## src/rtl/gpr_pkg.sv

```systemverilog
// Shared types and default widths for the general-purpose register file.
// Latency: n/a (types and constants only).
// Backpressure: n/a.
package gpr_pkg;

    localparam int GPR_DATA_W = 32;
    localparam int GPR_ADDR_W = 5;

    // Bulk-clear sequencer states
    typedef enum logic {
        GPR_IDLE  = 1'b0,
        GPR_CLEAR = 1'b1
    } gpr_state_e;

endpackage

```

## src/rtl/gpr_scan_ctr.sv

```systemverilog
// Wrap-around display scan index, advanced by a single-cycle tick.
// Latency: index updates on the edge that samples tick.
// Backpressure: none; every tick is taken.
module gpr_scan_ctr #(
    parameter int ADDR_W = 5
) (
    input  logic              clk,
    input  logic              rst_n,
    input  logic              tick,
    output logic [ADDR_W-1:0] idx
);

    logic [ADDR_W-1:0] idx_q;
    logic [ADDR_W-1:0] idx_d;

    // Next index: power-of-two depth, so natural overflow gives the wrap to 0
    always_comb begin
        idx_d = idx_q;
        if (tick) begin
            idx_d = idx_q + ADDR_W'(1);
        end
    end

    // Index register
    always_ff @(posedge clk or negedge rst_n) begin
        if (!rst_n) begin
            idx_q <= '0;
        end else begin
            idx_q <= idx_d;
        end
    end

    assign idx = idx_q;

endmodule

```

## src/rtl/gpr_file.sv

```systemverilog
// Register file: 2 combinational reads, 1 write with bypass, r0 hardwired 0, sequenced clear, display scan.
// Latency: reads combinational; write visible next cycle (same cycle via bypass); scan_data lags one cycle.
// Backpressure: writes and clear requests are dropped while busy; no stalls are generated.
module gpr_file
    import gpr_pkg::*;
#(
    parameter int DATA_W = GPR_DATA_W,
    parameter int ADDR_W = GPR_ADDR_W,
    parameter int DISP_W = 2
) (
    input  logic              clock_in,
    input  logic              reset_n,
    input  logic              reg_write,
    input  logic [ADDR_W-1:0] write_reg,
    input  logic [DATA_W-1:0] write_data,
    input  logic [ADDR_W-1:0] read_reg1,
    input  logic [ADDR_W-1:0] read_reg2,
    output logic [DATA_W-1:0] read_data1,
    output logic [DATA_W-1:0] read_data2,
    input  logic              clear_req,
    output logic              busy,
    input  logic              scan_tick,
    output logic [ADDR_W-1:0] scan_idx,
    output logic [DISP_W-1:0] scan_data
);

    localparam int DEPTH = 1 << ADDR_W;
    localparam logic [ADDR_W-1:0] LAST_PTR = ADDR_W'(DEPTH - 1);
    localparam logic [ADDR_W-1:0] FIRST_PTR = ADDR_W'(1);

    logic [DATA_W-1:0] regs_q [DEPTH];
    logic [DATA_W-1:0] regs_d [DEPTH];

    gpr_state_e        state_q, state_d;
    logic [ADDR_W-1:0] clr_ptr_q, clr_ptr_d;
    logic              busy_q, busy_d;
    logic [DISP_W-1:0] scan_data_q, scan_data_d;
    logic              wr_en;

    // A write only lands when idle and not aimed at r0; it also gates the bypass
    assign wr_en = reg_write && (state_q == GPR_IDLE) && (write_reg != '0);

    // Read ports: r0 and held reset read zero, otherwise bypass beats storage
    always_comb begin
        read_data1 = regs_q[read_reg1];
        read_data2 = regs_q[read_reg2];
        if (wr_en && (write_reg == read_reg1)) read_data1 = write_data;
        if (wr_en && (write_reg == read_reg2)) read_data2 = write_data;
        if (!reset_n || (read_reg1 == '0)) read_data1 = '0;
        if (!reset_n || (read_reg2 == '0)) read_data2 = '0;
    end

    // Storage next state: a normal write or one step of the clear sweep (mutually exclusive)
    always_comb begin
        regs_d = regs_q;
        if (wr_en) begin
            regs_d[write_reg] = write_data;
        end
        if (state_q == GPR_CLEAR) begin
            regs_d[clr_ptr_q] = '0;
        end
    end

    // Clear sequencer next state; the sweep starts at r1 since r0 is never written
    always_comb begin
        state_d   = state_q;
        clr_ptr_d = clr_ptr_q;
        busy_d    = busy_q;
        case (state_q)
            GPR_IDLE: begin
                if (clear_req) begin
                    state_d   = GPR_CLEAR;
                    clr_ptr_d = FIRST_PTR;
                    busy_d    = 1'b1;
                end
            end
            GPR_CLEAR: begin
                if (clr_ptr_q == LAST_PTR) begin
                    state_d   = GPR_IDLE;
                    clr_ptr_d = FIRST_PTR;
                    busy_d    = 1'b0;
                end else begin
                    clr_ptr_d = clr_ptr_q + ADDR_W'(1);
                end
            end
            default: begin
                state_d   = GPR_IDLE;
                clr_ptr_d = FIRST_PTR;
                busy_d    = 1'b0;
            end
        endcase
    end

    // Display sample comes from stored contents only, never the bypass path
    always_comb begin
        scan_data_d = regs_q[scan_idx][DISP_W-1:0];
    end

    // Storage array
    always_ff @(posedge clock_in or negedge reset_n) begin
        if (!reset_n) begin
            regs_q <= '{default: '0};
        end else begin
            regs_q <= regs_d;
        end
    end

    // Clear sequencer with registered busy output; reset aborts any sweep in progress
    always_ff @(posedge clock_in or negedge reset_n) begin
        if (!reset_n) begin
            state_q   <= GPR_IDLE;
            clr_ptr_q <= FIRST_PTR;
            busy_q    <= 1'b0;
        end else begin
            state_q   <= state_d;
            clr_ptr_q <= clr_ptr_d;
            busy_q    <= busy_d;
        end
    end

    // Registered display data
    always_ff @(posedge clock_in or negedge reset_n) begin
        if (!reset_n) begin
            scan_data_q <= '0;
        end else begin
            scan_data_q <= scan_data_d;
        end
    end

    gpr_scan_ctr #(
        .ADDR_W(ADDR_W)
    ) u_scan_ctr (
        .clk  (clock_in),
        .rst_n(reset_n),
        .tick (scan_tick),
        .idx  (scan_idx)
    );

    assign busy      = busy_q;
    assign scan_data = scan_data_q;

endmodule

```

## config.mk

```make
export PLATFORM = sky130hd
export DESIGN_NAME = gpr_file
export DESIGN_NICKNAME = d
export VERILOG_FILES = /design/src/rtl/gpr_pkg.sv /design/src/rtl/gpr_scan_ctr.sv /design/src/rtl/gpr_file.sv
export SDC_FILE = /design/constraint.sdc
export NUM_CORES = 2
export LEC_CHECK = 0
export ABC_AREA = 0
export BUFFER_PORTS_ARGS = -buffer_cell sky130_fd_sc_hd__buf_2
export CORE_MARGIN = 2
export CORE_UTILIZATION = 34
export DETAILED_ROUTE_END_ITERATION = 8
export HOLD_SLACK_MARGIN = 0.06
export SYNTH_ARGS = -nofsm -noshare
export SYNTH_HDL_FRONTEND = slang
export SYNTH_HIERARCHICAL = 1
export SYNTH_SLANG_ARGS = --single-unit
export TNS_END_PERCENT = 30
```

## constraint.sdc

```tcl
create_clock -name clock_in -period 2.8 [get_ports clock_in]
set_input_delay 0.56 -clock clock_in [delete_from_list [all_inputs] [get_ports clock_in]]
set_output_delay 0.56 -clock clock_in [all_outputs]
set_load 0.01 [all_outputs]
```

==> run_results.csv <==
group,metric,value,unit
grt,track_usage,0.277,
synthesis,syn_area,59500,sq um
floorplanning,die-area,178000,sq um
worst_hold_path,hp-class,"in -> reg",
synthesis,ys_seq_area_frac,0.437,
power,p_leak,0.0299,uW
synthesis,yosysWarnings,6,
cts,htree_levels,3,
power,ir_drop,0.508,mV
layout,layout_commonest_cell,"nand2_1",
layout,layout-area-overhead-vs-synth,19.9,%
synthesis,async_flop_share,1.00,
timing,maxSlewHeadroom,0.219,
layout,layout_common_cells,"2082 x nand2_1, 1048 x a21oi_1, 1037 x dfrtp_1",
place,dpl_cell_area,66400,sq um
floorplanning,core,174000,sq um
drt,ant_nets,0,
timing,tightest_slew,1.17,ns
cts,cts_tree,"built",
synthesis,ys_top_cells_by_area,"dfrtp_1 44%, mux4_2 15%, nand2_1 13%",
timing,clock_skew,0.0288,ns
timing,holdWs,0.0908,ns
drt,wl_per_cell,29.0,um
floorplanning,ios,124,
floorplanning,die_x,422,um
synthesis,yosysTopAreaCell,"dfrtp_1",
cts,cts_buffer_depth,3,
synthesis,syn_area_per_cell,9.51,sq um
grt,grt_pass1_vias,53100,
floorplanning,die_y,422,um
timing,period_needed,3.60,ns
setup_path,endpoint_kind,"primary output",
synthesis,netlist.area_leader.share,0.436,
layout,drive_gt1_frac,0.220,
timing,setup_ws,-0.803,ns
drt,drc,0,
timing,setup-tns-final,-43.39,ns
floorplanning,start_util,0.342,
synthesis,synth_cell_types,53,
timing,hold_viol_final,0,
flow_run,maxCapViolCount,0,
setup_path,worstPathArrival,3.04,ns
setup_path,critical_path.max_stage_delay,0.38,ns
synthesis,synth_edf_count,0,
status,failed_checks,"negative setup slack",
floorplanning,rows,153,
grt,gr-total-overflow,0,
timing,timing.fmax,0.278,GHz
place,place_ws,-0.697,ns
setup_path,cp_max_fo,7,
drt,drt-total-wl,254000,um
drt,dr.pass1.iters,7,
setup_path,critPathSlowestCell,"dfrtp_1",
timing,grt_setup_unrepaired,"yes",
place,place_inst,8559,
drt,dr_total_vias,53600,
timing,slew_violations,0,
timing,setup_viol,64,
setup_path,required,2.24,ns
place,dp_hpwl,156000,um
cts,clock_sinks,1038,
grt,grt_max_degree,178,
layout,final_area,71300,sq um
setup_path,cp-start-kind,"flip-flop",
synthesis,synth_cells,6252,
setup_path,cpMostUsedCell,"buf_12",
layout,nNetsFinal,6418,
grt,grt_first_pass_wirelength,367000,um
layout,fill_cells,16600,
cts,cts_root_buffer,"clkbuf_16",
cts,clk_pin_slew,0.06,ns
drt,first_iter_violations,7210,
place,globalplace.congestion,0.938,
synthesis,synth_top_flop_cell,"dfrtp_1",
grt,antenna_found_initial,8,
setup_path,cp_cell_sequence,"nand2b_4 -> a21o_4 -> o311ai_4 -> buf_12 -> buf_16 -> buf_12 -> buf_6 -> a21oi_4 -> a221o_1 -> buf_2",
synthesis,ys_ff_latch,1038,
synthesis,syn_nets,6310,
drt,viasPerCell,6.11,
timing,finalCritPeriodShare,1.29,
layout,fin_cells,8776,
setup_path,worstSetupPathType,"reg -> out",
cts,cts_inserted_buffers,107,
setup_path,r2r_slack,0.25,ns
power,powerDensity,640,nW/um^2
cts,insertion_delay,0.75,ns
status,status,"finished with violations",
place,port_buffers,123,
-- registers in the layout, indices dropped and copies added, names as in the netlist --
signal,flops
u_scan_ctr/idx,5
busy,1
scan_data,2
state_q,1
clr_ptr_q,5
regs_q,1024
-- cell families after synthesis --
group,synth area share
muxes,0.213
DFF,0.437
xor gates and xnor gates,0.00206
AOI/OAI and AO/OA,0.143
buffers and inverters,0.0501
adders and majority gates,0.00126
and+or+nand+nor,0.154
-- final timing paths --
check | startpoint | endpoint | cells after the start
worst max-delay path | state_q | read_data2[13] | 10
worst min-delay path | clear_req | clr_ptr_q[1] | 2
worst max register to register | state_q | regs_q[634] | 7
worst min register to register | regs_q[1017] | regs_q[1017] | 1
max in group asynchronous | reset_n | regs_q[837] | 5
min in group asynchronous | reset_n | regs_q[542] | 3
-- cell type report --
class                           instances  area [sq um]  share of cell area
Inverter                                7          26.3            0.000368
Clock inverter                         50           762              0.0107
Clock buffer                          144          3050              0.0427
Multi-Input combinational cell       4555         31700               0.444
Timing Repair Buffer                  651          6900              0.0967
Sequential cell                      1038         26000               0.364
Tap cell                             2325          2910              0.0408
Antenna cell                            6          15.0            0.000210
-- timing repair --
action                                  4_1_cts  5_1_grt
cloned                                        3        1
buffers inserted                             14        5
hold buffers                                  2        0
pin swaps                                    20       15
endpoints found under the setup margin      328      159
hold endpoints to repair                     17        0
resized for setup                           123       56
-- critical path, delay by kind of cell (launching register included) --
family	cells	cell delay, ns
and+or+nand+nor	1	0.24
buffers and inverters	5	0.76
DFF	1	0.38
AOI/OAI and AO/OA	4	0.86
-- metrics by stage --
stage | util | total power, uW
2_1_floorplan | - | 25000
3_3_place_gp | 0.382 | 29100
3_5_place_dp | 0.382 | 29500
4_1_cts | 0.408 | 45300
5_1_grt | 0.410 | 47200
6_report | 0.410 | 45700
-- synthesized netlist by cell type (2+ instances only) --
cell type	count
xnor2_1	8
nand2_1	2082
mux4_1	6
a221o_1	32
and2_1	32
a22oi_1	64
clkbuf_2	24
mux2_2	3
xor2_1	6
a211oi_1	32
clkbuf_1	403
nand3_1	22
buf_4	49
ha_1	6
nor2_2	7
a221oi_1	127
o21ai_0	5
and3_1	40
a211o_1	32
nand2b_1	11
inv_1	6
buf_6	13
nor3_2	4
or2_2	4
o21bai_1	64
nor2_1	58
nand4_1	2
dfrtp_1	1037
nor2b_1	39
nor3_1	8
buf_1	18
a21oi_1	1091
or3_1	6
mux2i_1	352
buf_2	144
mux4_2	398
-- power by group --
group,leakage (uW),internal [uW],switching [uW],total (uW)
sequential,0.0144,17200,1920,19100
combinational,0.0137,4620,6020,10600
clock,0.00186,9270,6610,15900
-- routing by layer --
metal,GRT usage,wire [um]
met1,0.331,89400
met2,0.434,117000
met3,0.0613,26400
met4,0.216,21800
met5,0,39
Note: power is estimated with default switching activity, not from simulation.
